File: src/rtl/button_pkg.sv
// Shared types and helpers for the push-button reader.
//   btn_state_e : per-button debounce/hold state machine encoding
//   cnt_width() : width of a counter that must hold max(a, b) without overflow
package button_pkg;

   typedef enum logic [2:0] {
      ST_IDLE,
      ST_PRESS_WAIT,
      ST_HELD,
      ST_LONG_HELD,
      ST_RELEASE_WAIT
   } btn_state_e;

   function automatic int cnt_width(input int a, input int b);
      int m;
      m = (a > b) ? a : b;
      cnt_width = (m < 1) ? 1 : $clog2(m + 1);
   endfunction

endpackage

File: src/rtl/button_reader_if.sv
// Button bundle between the board-side environment and the button reader.
//   nBtn          : raw active-low buttons (0 = pressed)
//   pressed       : debounced level per button
//   press_pulse   : one-cycle strobe per accepted press
//   release_pulse : one-cycle strobe per accepted release
//   long_pulse    : one-cycle strobe when a press has been held long enough
// master drives the buttons and observes results; slave is the reader.
interface button_reader_if #(
   parameter int num_buttons = 5
);
   logic [num_buttons-1:0] nBtn;
   logic [num_buttons-1:0] pressed;
   logic [num_buttons-1:0] press_pulse;
   logic [num_buttons-1:0] release_pulse;
   logic [num_buttons-1:0] long_pulse;

   modport master (
      output nBtn,
      input  pressed, press_pulse, release_pulse, long_pulse
   );

   modport slave (
      input  nBtn,
      output pressed, press_pulse, release_pulse, long_pulse
   );
endinterface

File: src/rtl/button_debounce.sv
// Single-button synchronizer, debounce FSM and long-press detector.
//   clk, rst      : system clock, synchronous active-high reset
//   tick          : one-cycle 1 ms strobe shared by all buttons
//   n_btn         : raw asynchronous button, active-low
//   pressed       : registered debounced level
//   press_pulse   : registered strobe on accepted press
//   release_pulse : registered strobe on accepted release
//   long_pulse    : registered strobe once per press after long_press_ms
module button_debounce
   import button_pkg::*;
#(
   parameter int debounce_ms   = 20,
   parameter int long_press_ms = 1000
) (
   input  logic clk,
   input  logic rst,
   input  logic tick,
   input  logic n_btn,
   output logic pressed,
   output logic press_pulse,
   output logic release_pulse,
   output logic long_pulse
);

   localparam int CNT_W = cnt_width(debounce_ms, long_press_ms);
   localparam logic [CNT_W-1:0] DEB_CNT  = CNT_W'(debounce_ms);
   localparam logic [CNT_W-1:0] LONG_CNT = CNT_W'(long_press_ms);
   localparam logic [CNT_W-1:0] CNT_ONE  = CNT_W'(1);
   localparam logic [CNT_W-1:0] CNT_MAX  = '1;

   logic       sync1_q, sync2_q;
   logic       raw_press;
   btn_state_e state_q, state_d;
   logic [CNT_W-1:0] cnt_q, cnt_d;
   logic       from_long_q, from_long_d;
   logic       pressed_q, pressed_d;
   logic       press_pulse_q, press_pulse_d;
   logic       release_pulse_q, release_pulse_d;
   logic       long_pulse_q, long_pulse_d;

   // Saturating increment so a very long hold never wraps back to a match.
   function automatic logic [CNT_W-1:0] cnt_inc(input logic [CNT_W-1:0] c);
      return (c == CNT_MAX) ? c : c + CNT_ONE;
   endfunction

   assign raw_press = ~sync2_q;

   always_comb begin
      state_d         = state_q;
      cnt_d           = cnt_q;
      from_long_d     = from_long_q;
      press_pulse_d   = 1'b0;
      release_pulse_d = 1'b0;
      long_pulse_d    = 1'b0;
      case (state_q)
         ST_IDLE: begin
            if (raw_press) begin
               state_d = ST_PRESS_WAIT;
               cnt_d   = '0;
            end
         end
         ST_PRESS_WAIT: begin
            if (!raw_press) begin
               state_d = ST_IDLE;
               cnt_d   = '0;
            end else if (cnt_q == DEB_CNT) begin
               state_d       = ST_HELD;
               cnt_d         = '0;
               press_pulse_d = 1'b1;
            end else if (tick) begin
               cnt_d = cnt_inc(cnt_q);
            end
         end
         ST_HELD: begin
            if (!raw_press) begin
               state_d     = ST_RELEASE_WAIT;
               cnt_d       = '0;
               from_long_d = 1'b0;
            end else if (cnt_q == LONG_CNT) begin
               state_d      = ST_LONG_HELD;
               long_pulse_d = 1'b1;
            end else if (tick) begin
               cnt_d = cnt_inc(cnt_q);
            end
         end
         ST_LONG_HELD: begin
            if (!raw_press) begin
               state_d     = ST_RELEASE_WAIT;
               cnt_d       = '0;
               from_long_d = 1'b1;
            end
         end
         ST_RELEASE_WAIT: begin
            if (raw_press) begin
               // A bounce back to a long hold must not fire long_pulse again;
               // a bounce back to a plain hold restarts the long-press count.
               if (from_long_q) begin
                  state_d = ST_LONG_HELD;
               end else begin
                  state_d = ST_HELD;
                  cnt_d   = '0;
               end
            end else if (cnt_q == DEB_CNT) begin
               state_d         = ST_IDLE;
               cnt_d           = '0;
               release_pulse_d = 1'b1;
            end else if (tick) begin
               cnt_d = cnt_inc(cnt_q);
            end
         end
         default: begin
            state_d = ST_IDLE;
            cnt_d   = '0;
         end
      endcase
      // Level stays asserted through release debounce until the release is accepted.
      pressed_d = (state_d == ST_HELD) || (state_d == ST_LONG_HELD) ||
                  (state_d == ST_RELEASE_WAIT);
   end

   always_ff @(posedge clk) begin
      if (rst) begin
         sync1_q         <= 1'b1;
         sync2_q         <= 1'b1;
         state_q         <= ST_IDLE;
         cnt_q           <= '0;
         from_long_q     <= 1'b0;
         pressed_q       <= 1'b0;
         press_pulse_q   <= 1'b0;
         release_pulse_q <= 1'b0;
         long_pulse_q    <= 1'b0;
      end else begin
         sync1_q         <= n_btn;
         sync2_q         <= sync1_q;
         state_q         <= state_d;
         cnt_q           <= cnt_d;
         from_long_q     <= from_long_d;
         pressed_q       <= pressed_d;
         press_pulse_q   <= press_pulse_d;
         release_pulse_q <= release_pulse_d;
         long_pulse_q    <= long_pulse_d;
      end
   end

   assign pressed       = pressed_q;
   assign press_pulse   = press_pulse_q;
   assign release_pulse = release_pulse_q;
   assign long_pulse    = long_pulse_q;

endmodule

File: src/rtl/button_reader.sv
// Multi-button reader: shared 1 ms tick generator plus one debouncer per button.
//   clk, rst : system clock, synchronous active-high reset
//   btn_if   : button bundle (slave side) carrying nBtn in and all results out
module button_reader #(
   parameter int ticks_per_second = 27_000_000,
   parameter int num_buttons      = 5,
   parameter int debounce_ms      = 20,
   parameter int long_press_ms    = 1000
) (
   input  logic            clk,
   input  logic            rst,
   button_reader_if.slave  btn_if
);

   localparam logic [31:0] TICK_MAX = 32'(ticks_per_second / 1000 - 1);

   logic [31:0] tick_cnt_q, tick_cnt_d;
   logic        tick;

   logic [num_buttons-1:0] pressed_v;
   logic [num_buttons-1:0] press_pulse_v;
   logic [num_buttons-1:0] release_pulse_v;
   logic [num_buttons-1:0] long_pulse_v;

   always_comb begin
      tick       = (tick_cnt_q == TICK_MAX);
      tick_cnt_d = tick ? '0 : tick_cnt_q + 32'd1;
   end

   always_ff @(posedge clk) begin
      if (rst) begin
         tick_cnt_q <= '0;
      end else begin
         tick_cnt_q <= tick_cnt_d;
      end
   end

   for (genvar i = 0; i < num_buttons; i++) begin : g_btn
      button_debounce #(
         .debounce_ms   (debounce_ms),
         .long_press_ms (long_press_ms)
      ) u_debounce (
         .clk           (clk),
         .rst           (rst),
         .tick          (tick),
         .n_btn         (btn_if.nBtn[i]),
         .pressed       (pressed_v[i]),
         .press_pulse   (press_pulse_v[i]),
         .release_pulse (release_pulse_v[i]),
         .long_pulse    (long_pulse_v[i])
      );
   end

   assign btn_if.pressed       = pressed_v;
   assign btn_if.press_pulse   = press_pulse_v;
   assign btn_if.release_pulse = release_pulse_v;
   assign btn_if.long_pulse    = long_pulse_v;

endmodule

File: src/flat_wrapper.sv
// flat-port wrapper written by rule: the top's interface ports become plain ports
module button_reader_flat 
#(
   parameter int ticks_per_second = 27_000_000,
   parameter int num_buttons      = 5,
   parameter int debounce_ms      = 20,
   parameter int long_press_ms    = 1000
)
  (clk, rst, btn_if_nBtn, btn_if_pressed, btn_if_press_pulse, btn_if_release_pulse, btn_if_long_pulse);
  button_reader_if #(.num_buttons(num_buttons)) btn_if_i ();
  input  logic clk;
  input  logic rst;
  input wire logic [$bits(btn_if_i.nBtn)-1:0] btn_if_nBtn;
  output wire logic [$bits(btn_if_i.pressed)-1:0] btn_if_pressed;
  output wire logic [$bits(btn_if_i.press_pulse)-1:0] btn_if_press_pulse;
  output wire logic [$bits(btn_if_i.release_pulse)-1:0] btn_if_release_pulse;
  output wire logic [$bits(btn_if_i.long_pulse)-1:0] btn_if_long_pulse;
  assign btn_if_i.nBtn = btn_if_nBtn;
  assign btn_if_pressed = btn_if_i.pressed;
  assign btn_if_press_pulse = btn_if_i.press_pulse;
  assign btn_if_release_pulse = btn_if_i.release_pulse;
  assign btn_if_long_pulse = btn_if_i.long_pulse;
  button_reader #(.ticks_per_second(ticks_per_second), .num_buttons(num_buttons), .debounce_ms(debounce_ms), .long_press_ms(long_press_ms)) u_core (.clk(clk), .rst(rst), .btn_if(btn_if_i));
endmodule
File: config.mk
export PLATFORM = sky130hd
export DESIGN_NAME = button_reader_flat
export DESIGN_NICKNAME = d
export VERILOG_FILES = /design/src/rtl/button_pkg.sv /design/src/rtl/button_reader_if.sv /design/src/rtl/button_debounce.sv /design/src/rtl/button_reader.sv /design/src/flat_wrapper.sv
export SDC_FILE = /design/constraint.sdc
export NUM_CORES = 1
export LEC_CHECK = 0
export CORE_MARGIN = 3
export CORE_UTILIZATION = 64
export CTS_CLUSTER_DIAMETER = 30
export DETAILED_ROUTE_END_ITERATION = 6
export DONT_BUFFER_PORTS = 1
export PLACE_DENSITY_LB_ADDON = 0.3
export SLEW_MARGIN = 0
export SYNTH_ARGS = -nofsm -noshare
export SYNTH_HDL_FRONTEND = slang
export SYNTH_SLANG_ARGS = --single-unit
export TNS_END_PERCENT = 20
File: constraint.sdc
create_clock -name clk -period 3.5 [get_ports clk]
set_clock_uncertainty 0.2 [all_clocks]
set_input_delay 0.35 -clock clk [delete_from_list [all_inputs] [get_ports clk]]
set_output_delay 0.35 -clock clk [all_outputs]
set_load 0.03 [all_outputs]
# Word-level counts from Yosys, hierarchy flattened

Index checks and enable logic that the tools add are counted.

Register bits: 132
Latch bits: 0
RAM bits: 0
Bits in read-only memories: 0
Input port bits: 7
Output and inout bits: 20
Word-level logic and storage cells: 324
Memories: 0

$add $sub $neg: 6
Multiply operators: 0
Divide/modulo/power cells: 0
Magnitude comparators: 0
Equal/unequal tests: 76
Shift-type cells: 0
Multiplexer cells: 130
Bitwise operators: 20
Reductions and logical operators: 46

Operator list:

| operator                | number |
|---|---|
| $mux W10                | 50 |
| $pmux W10 S5            | 5 |
| $mux W3                 | 40 |
| $eq A10 B10 Y1 const B  | 10 |
| $pmux W3 S5             | 5 |
| $eq A3 B2 Y1 const B    | 20 |
| $add A10 B1 Y10 const B | 5 |
| $eq A10 B5 Y1 const B   | 5 |
| $reduce_or A3 Y1        | 15 |
| $add A32 B1 Y32 const B | 1 |
| $eq A32 B15 Y1 const B  | 1 |
| $eq A3 B3 Y1 const B    | 10 |
| $ne A2 B2 Y1 const B    | 15 |
| $ne A3 B3 Y1 const B    | 10 |
| $mux W1                 | 25 |
| $not A1 Y1              | 20 |
| $reduce_and A4 Y1       | 5 |
| $eq A3 B1 Y1 const B    | 5 |
| $logic_not A3 Y1        | 5 |
| $reduce_and A3 Y1       | 5 |
| $logic_or A1 B1 Y1      | 10 |
| $pmux W1 S2             | 5 |
| $reduce_bool A2 Y1      | 5 |
| $reduce_or A2 Y1        | 1 |

# Logic depth before layout (Yosys ltp)

Gate-level depths: netlist of the first run.

Word-level depth: 7
Mapped depth: 8
Depth with buffers taken out: 7

# Cells and area by module

A second synthesis of the first run with hierarchy kept.

Cells, all modules: 786
Area total of the unflattened synthesis: 7417.1 µm²

By module, submodules not included:

| module          | instances | cells each | area each (µm²) | seq. area each (µm²) |
|---|---|---|---|---|
| button_debounce | 5         | 121        | 1177.4          | 400.4 |
| button_reader   | 1         | 181        | 1530.2          | 640.6 |

# Least setup slack after synthesis of the first run

No wires, ideal clock.

Path kind: register to register
Start point: register u_core.tick_cnt_q[15]
End point: register u_core.g_btn[2].u_debounce.cnt_q[0]
Setup time: 0.155 ns
Arrival: 2.083 ns
Required time: 3.145 ns
Slack: 1.062 ns
Stages on the path, launching flop included: 8
Path buffers: 2
Period minus slack after synthesis: 2.438 ns
Path through: dfxtp_1 -> or4b_4 -> nor4_4 -> nand3_4 -> clkbuf_1 -> clkbuf_1 -> o31ai_1 -> a21oi_1

Word-level cells in the longest chain between the ends: 5
Elaborated cells on any way between the ends: 8
Those cells by class: eq/ne: 1; mux: 7

Ends and longest elaborated chain:

| element                                   | line                   | RTL |
|---|---|---|
| start, declared                           | button_reader.sv:17    | `logic [31:0] tick_cnt_q, tick_cnt_d;` |
| start signal, assigned                    | button_reader.sv:34    | `tick_cnt_q <= tick_cnt_d;` |
| $eq A32 B15 Y1 (*)                        | button_reader.sv:26    | `tick = (tick_cnt_q == TICK_MAX);` |
| $mux W10 (*)                              | --                     |  |
| $mux W10 (on tied branches) (2 in series) | --                     |  |
| $pmux W10 S5 (*)                          | --                     |  |
| end signal, assigned                      | button_debounce.sv:136 | `cnt_q <= cnt_d;` |
| end, declared                             | button_debounce.sv:34  | `logic [CNT_W-1:0] cnt_q, cnt_d;` |

Every way passes the cells marked *; elsewhere a longest branch is shown, timed or not. The select of a mux whose other input is x is not followed.
A chain may end at the register's enable or synchronous reset.

# Worst setup path in the final report of the first run

Start point: register u_core.tick_cnt_q[15]
End point: register u_core.g_btn[1].u_debounce.cnt_q[4]

Word-level cells in the longest chain between the ends: 5
Elaborated cells on any way between the ends: 8
Those cells by class: eq/ne: 1; mux: 7

Ends and longest elaborated chain:

| element                                   | line |
|---|---|
| $eq A32 B15 Y1 (*)                        | button_reader.sv:26 |
| $mux W10 (*)                              | -- |
| $mux W10 (on tied branches) (2 in series) | -- |
| $pmux W10 S5 (*)                          | -- |
| end signal, assigned                      | button_debounce.sv:136 |
| end, declared                             | button_debounce.sv:34 |

Marks and branches as above.

==> results of run 1 <==
==> cells by family (layout without fill, tap and decap cells) <==
kind of cell / Yosys count / in the layout / synth area share (%)
AO/OA/AOI/OAI: 146 / 146 / 13.6
XOR/XNOR: 30 / 30 / 3.75
adder cells (fa/ha/maj): 11 / 11 / 1.96
buffers and inverters: 102 / 78 / 6.73
flip-flops: 132 / 132 / 37.7
multiplexers: 7 / 7 / 0.999
AND/OR/NAND/NOR: 417 / 417 / 35.3
==> state kept, by name, summed over array words and instances (netlist names) <==
signal	flops
u_core.g_btn.u_debounce.pressed	5
u_core.g_btn.u_debounce.sync2_q	5
u_core.g_btn.u_debounce.state_q	15
u_core.tick_cnt_q	32
u_core.g_btn.u_debounce.cnt_q	50
u_core.g_btn.u_debounce.press_pulse	5
u_core.g_btn.u_debounce.sync1_q	5
u_core.g_btn.u_debounce.release_pulse	5
u_core.g_btn.u_debounce.from_long_q	5
u_core.g_btn.u_debounce.long_pulse	5
==> worst register-to-register path, stage by stage (launching register included) <==
cell,delay [ps]
dfxtp_1,360
or4b_4,560
nor4_4,400
nand3_4,350
buf_4,320
or4_1,510
a21oi_1,160
==> per-stage QoR <==
stage / std cells / area (µm²) / util [%] / total power, µW
floorplan: 845 / 7010 / - / 1620
global placement: 919 / 6900 / 65.7 / 1630
detailed placement: 919 / 6900 / 65.7 / 1640
CTS: 957 / 7540 / 71.8 / 3290
global route: 957 / 7540 / 71.8 / 3370
finish: 957 / 7540 / 71.8 / 3270
==> report_power, final <==
group | internal (µW) | leakage (µW) | switching (µW)
logic | 31.3 | 0.00114 | 62.8
registers | 1510 | 0.00107 | 13.0
clock network | 1040 | 0.000277 | 602
total | 2590 | 0.00249 | 678
==> per-layer routing <==
metal | share of wire [%] | vias to the layer above
met5 | 0 | -
met4 | 2.4 | 0
met3 | 5.3 | 36
met2 | 49 | 198
met1 | 44 | 2910
li1 | - | 3064
==> Yosys cell counts (9+ instances only) <==
cell and number:
or4_1 24, or2_2 15, nor2b_1 9, dfxtp_1 132, nor3_1 30, nor4_1 18
a21oi_1 40, and4_1 20, o21ai_0 24, xor2_1 25, buf_4 20, clkbuf_1 43
nand2_1 51, ha_1 11, nor4b_1 14, nor2_1 69, nand3_1 43, nor3b_1 10
nand4_1 38, inv_1 33, and2_1 10, and3_1 22, o31ai_1 22, a211oi_1 9
==> repair_timing <==
item                      CTS  global route
hold buffers                8             0
hold endpoints to repair   46             0
buffers inserted            0             0
==> worst max-delay path by stage <==
stage,from,cells after the start,to
floorplan,u_core.tick_cnt_q[15],7,u_core.g_btn[2].u_debounce.cnt_q[0]
global placement,u_core.tick_cnt_q[15],6,u_core.g_btn[1].u_debounce.cnt_q[3]
detailed placement,u_core.tick_cnt_q[15],6,u_core.g_btn[1].u_debounce.cnt_q[4]
CTS,u_core.tick_cnt_q[15],6,u_core.g_btn[1].u_debounce.cnt_q[4]
global route,u_core.tick_cnt_q[15],6,u_core.g_btn[1].u_debounce.cnt_q[4]
finish,u_core.tick_cnt_q[15],6,u_core.g_btn[1].u_debounce.cnt_q[4]
==> layout make-up <==
class	count	area, µm²
Multi-Input combinational cell	611	3900
Fill cell	785	2970
Sequential cell	132	2640
Clock buffer	26	508
Tap cell	136	170
Timing Repair Buffer	15	155
Inverter	33	124
Clock inverter	4	45.0
==> impl_metrics.env, run 1 <==
export IMPL_worst_path_buf_inv=1
export IMPL_fp_dieW_um=111
export IMPL_detailed_place_hpwl_um=10000
export IMPL_die_area_mm2=0.0123
export IMPL_maxCapViolCount=0
export IMPL_tightest_slew_ps=780
export IMPL_ys_seq_elements=132
export IMPL_leakagePower_uw=0.00249
export IMPL_cts_buffers=17
export IMPL_grt_max_degree=41
export IMPL_synthFlopType="dfxtp_1"
export IMPL_vias_per_cell=6.49
export IMPL_r2r_start="u_core.tick_cnt_q[15]"
export IMPL_drt_initial_drc_count=580
export IMPL_async_flop_share_pct=0
export IMPL_via_count=6208
export IMPL_ys_warn_count=0
export IMPL_cts_buffer_depth=2
export IMPL_numPortBuffers=0
export IMPL_gr_usage_all_layers_pct=25.2
export IMPL_grt_util_met2_pct=41.1
export IMPL_grt_pass1_vias=5869
export IMPL_synth_edf_count=0
export IMPL_holdCritStartpoint="rst"
export IMPL_rrSetupSlack_ps=570
export IMPL_setup_worst_path_start_class="flop"
export IMPL_fmax_ghz=0.341
export IMPL_syn_inst=845
export IMPL_setup_viol=0
export IMPL_drv_slew=0
export IMPL_antenna_found_initial=0
export IMPL_path_max_fanout=32
export IMPL_drive_gt1_share_pct=7.31
export IMPL_synth_nets=863
export IMPL_num_io_pins=27
export IMPL_crit_type="flop to flop"
export IMPL_relSlewSlack_pct=48.0
export IMPL_overflow=0
export IMPL_core_mm2=0.0105
export IMPL_fin_ws_ps=570
export IMPL_r2r_cells=6
export IMPL_use_met3_pct=6.11
export IMPL_postRouteAntennaNets=0
export IMPL_arrival_ps=3190
export IMPL_fin_setup_tns_ps=0
export IMPL_synth_top_area_cell="dfxtp_1"
export IMPL_path_delay_family="simple AND/OR/NAND/NOR gates"
export IMPL_holdPathStages=2
export IMPL_drcViolationCount=0
export IMPL_insertion_delay_ps=530
export IMPL_firstDrtPassIters=5
export IMPL_slowest_stage="or4b_4"
export IMPL_cts_clk_slew_worst_paths_ps=60
export IMPL_fin_crit_sh_pct=83.7
export IMPL_required_ps=3760
export IMPL_cts_root_buffer="clkbuf_8"
export IMPL_period_needed_ps=2930
export IMPL_hold_path_class="primary input to flop"
export IMPL_yosysUniqueCellTypes=62
export IMPL_area_delta_synth_final_pct=7.56
export IMPL_yosysSeqAreaShare_pct=37.7
export IMPL_grt_pass1_wl_um=26400
export IMPL_synth_top_area_share_pct=37.7
export IMPL_critical_path_max_stage_delay_ps=560
export IMPL_ys_top_cells_by_area="dfxtp_1 38%, nor2_1 3.7%, nand4_1 3.4%"
export IMPL_antennaDiodeCount=0
export IMPL_gp_congestion=0.901
export IMPL_fin_nets=828
export IMPL_top_usage_layer="met2"
export IMPL_wl_per_cell_um=15.9
export IMPL_start_util_pct=66.7
export IMPL_cts_resized=0
export IMPL_drt_total_wl_um=15200
export IMPL_regToRegEndpoint="u_core.g_btn[1].u_debounce.cnt_q[4]"
export IMPL_min_to="u_core.g_btn[1].u_debounce.cnt_q[3]"
export IMPL_htree_levels=4
export IMPL_cts_sinks=132
export IMPL_status="complete, no violations"
export IMPL_ir_drop_mv=0.396
export IMPL_layout_cells_most_common_list="132 x dfxtp_1, 69 x nor2_1, 51 x nand2_1, 43 x nand3_1, 40 x a21oi_1"
export IMPL_rows=37
export IMPL_worst_hold_slack_ps=73.9
export IMPL_grtUsageMet1_pct=31.5
export IMPL_dp_slack_ps=564
export IMPL_synthesis_area_mm2=0.00701
export IMPL_rsz0062_at_grt="false"
export IMPL_syn_avg_cell_area_um2=8.30
export IMPL_die_height_um=111
export IMPL_cp_cell_sequence="or4b_4 -> nor4_4 -> nand3_4 -> buf_4 -> or4_1 -> a21oi_1"
export IMPL_hold_viol=0
export IMPL_tritoncts="done"
export IMPL_p_per_area_mw_per_mm2=433
export IMPL_endpoint_kind="flop"
export IMPL_mostFrequentLayoutCell="dfxtp_1"
Power figures use the tool's default switching activity.
==> run 2: changes to the inputs <==
==> constraint.sdc (replaced) <==
create_clock -name clk -period 2.9 [get_ports clk]
set_clock_uncertainty 0.2 [all_clocks]
set_input_delay 0.29 -clock clk [delete_from_list [all_inputs] [get_ports clk]]
set_output_delay 0.29 -clock clk [all_outputs]
set_load 0.03 [all_outputs]
==> impl_metrics.env, run 2 (synthesized netlist as in run 1, its figures left out) <==
export IMPL_status="complete, no violations"
export IMPL_num_io_pins=27
export IMPL_clockPowerShare_pct=51.3
export IMPL_required_ps=3160
export IMPL_cts_root_buffer="clkbuf_8"
export IMPL_drt_total_wl_um=15700
export IMPL_reg_largest_list="u_core.g_btn.u_debounce.cnt_q (50), u_core.tick_cnt_q (32), u_core.g_btn.u_debounce.state_q (15)"
export IMPL_gr_usage_all_layers_pct=25.8
export IMPL_grt_max_degree=42
export IMPL_numPortBuffers=0
export IMPL_relSlewSlack_pct=50.7
export IMPL_leakagePower_uw=0.00251
export IMPL_seqPwrFrac_pct=45.7
export IMPL_path_max_fanout=30
export IMPL_setup_worst_path_start_class="flop"
export IMPL_layout_cells_most_common_list="132 x dfxtp_1, 69 x nor2_1, 51 x nand2_1, 43 x nand3_1, 40 x a21oi_1"
export IMPL_dp_cells=927
export IMPL_r2r_start="u_core.tick_cnt_q[8]"
export IMPL_drcViolationCount=0
export IMPL_regToRegEndpoint="u_core.g_btn[1].u_debounce.cnt_q[4]"
export IMPL_drt_initial_drc_count=662
export IMPL_largest_register_ffs=50
export IMPL_endpoint_kind="flop"
export IMPL_slowest_stage="or4_1"
export IMPL_p_per_area_mw_per_mm2=528
export IMPL_fp_dieW_um=111
export IMPL_ir_drop_mv=0.505
export IMPL_die_height_um=111
export IMPL_die_area_mm2=0.0123
export IMPL_multi_input_area_mm2=0.00390
export IMPL_mostFrequentLayoutCell="dfxtp_1"
export IMPL_n_fill_cell=768
export IMPL_r2r_cells=6
export IMPL_cts_sinks=132
export IMPL_fin_setup_tns_ps=0
export IMPL_grt_pass1_vias=5839
export IMPL_regMostFlops="u_core.g_btn.u_debounce.cnt_q"
export IMPL_antenna_found_initial=0
export IMPL_crit_start="u_core.tick_cnt_q[8]"
export IMPL_endpoint="u_core.g_btn[1].u_debounce.cnt_q[4]"
export IMPL_drive_gt1_share_pct=8.54
export IMPL_critical_path_max_stage_delay_ps=530
export IMPL_switchingPower_uw=892
export IMPL_area_delta_synth_final_pct=8.78
export IMPL_htree_levels=4
export IMPL_cts_buffers=17
export IMPL_overflow=0
export IMPL_drv_slew=0
export IMPL_antennaDiodeCount=0
export IMPL_detailed_place_hpwl_um=10200
export IMPL_setup_viol=0
export IMPL_core_mm2=0.0105
export IMPL_tritoncts="done"
export IMPL_fmax_ghz=0.368
export IMPL_cts_clk_slew_worst_paths_ps=60
export IMPL_vias_per_cell=6.55
export IMPL_tightest_slew_ps=736
export IMPL_fin_cells=967
export IMPL_crit_type="flop to flop"
export IMPL_grt_pass1_wl_um=26900
export IMPL_rows=37
export IMPL_cp_cell_sequence="or4b_1 -> nor4_4 -> nand3_4 -> buf_4 -> or4_1 -> a21oi_1"
export IMPL_gp_congestion=0.926
export IMPL_comb_power_share_pct=3.1
export IMPL_start_util_pct=66.7
export IMPL_period_needed_ps=2710
export IMPL_rrSetupSlack_ps=190
export IMPL_hold_viol=0
export IMPL_rsz0062_at_grt="false"
export IMPL_fin_nets=836
export IMPL_via_count=6332
export IMPL_maxCapViolCount=0
export IMPL_hold_path_class="primary input to flop"
export IMPL_postRouteAntennaNets=0
export IMPL_fin_crit_sh_pct=93.6
export IMPL_sw_frac_of_total_pct=22.1
export IMPL_cts_setup_buffers=0
export IMPL_ff_latch_area_mm2=0.00264
export IMPL_cts_buffer_depth=2
export IMPL_firstDrtPassIters=7
export IMPL_insertion_delay_ps=540
export IMPL_p_int_uw=3140
export IMPL_arrival_ps=2980
export IMPL_wl_per_cell_um=16.3
run 2: critical path: cells and delay by family (launching register included):
| kind | cells | cell delay, ps |
|---|---|---|
| AND/OR/NAND/NOR | 4 | 1610 |
| AO/OA/AOI/OAI | 1 | 150 |
| buffers and inverters | 1 | 260 |
| flip-flops | 1 | 420 |
run 2: how the worst min path moves through the flow:
| stage | startpoint | endpoint | slack (ps) | depth (start not counted) |
|---|---|---|---|---|
| 2_1_floorplan | u_core.g_btn[0].u_debounce.sync1_q | u_core.g_btn[0].u_debounce.sync2_q | 190 | 1 |
| 3_3_place_gp | rst | u_core.g_btn[3].u_debounce.state_q[0] | 170 | 1 |
| 5_1_grt | rst | u_core.g_btn[2].u_debounce.state_q[0] | 140 | 3 |
| 3_5_place_dp | rst | u_core.tick_cnt_q[2] | 170 | 1 |
| 6_report | rst | u_core.g_btn[2].u_debounce.state_q[0] | 100 | 3 |
| 4_1_cts | rst | u_core.g_btn[2].u_debounce.state_q[0] | 90 | 3 |
run 2: power by group through the flow:
| stage | clock [µW] | combinational, µW | sequential (µW) |
|---|---|---|---|
| floorplan | 0 | 85.0 | 1870 |
| global placement | 0 | 97.5 | 1880 |
| detailed placement | 0 | 102 | 1880 |
| CTS | 2090 | 122 | 1840 |
| global route | 2180 | 135 | 1840 |
| finish | 2070 | 123 | 1840 |
run 2: area by class of cell:
cell class	instances	area share, %
clock buffers	21	5.89
clock inverters	11	1.69
inverters	33	1.62
multi-input cells	611	51.1
flip-flops and latches	132	34.6
well taps	136	2.23
repair buffers	23	2.82
run 2: timing repair:
| action | CTS | global route |
|---|---|---|
| hold endpoints to repair | 53 | 0 |
| setup endpoints to repair | 0 | 0 |
| hold buffers | 8 | 0 |
| resized for setup | 0 | 0 |
run 2: per-stage QoR:
stage | total power (µW) | cell area (µm²) | setup slack (ps) | hold slack, ps | util, %
2_1_floorplan | 1960 | 7010 | 462 | 189 | -
3_3_place_gp | 1980 | 6960 | 269 | 167 | 66.2
3_5_place_dp | 1980 | 6960 | 203 | 170 | 66.2
4_1_cts | 4050 | 7630 | 185 | 90.1 | 72.6
5_1_grt | 4160 | 7630 | 66.3 | 136 | 72.6
6_report | 4030 | 7630 | 185 | 98.4 | 72.6
run 2: layer usage:
metal	wire, µm	GRT usage, %
met1	6910	32.7
met2	7680	41.8
met3	911	6.99
met4	239	10.5
met5	0	0
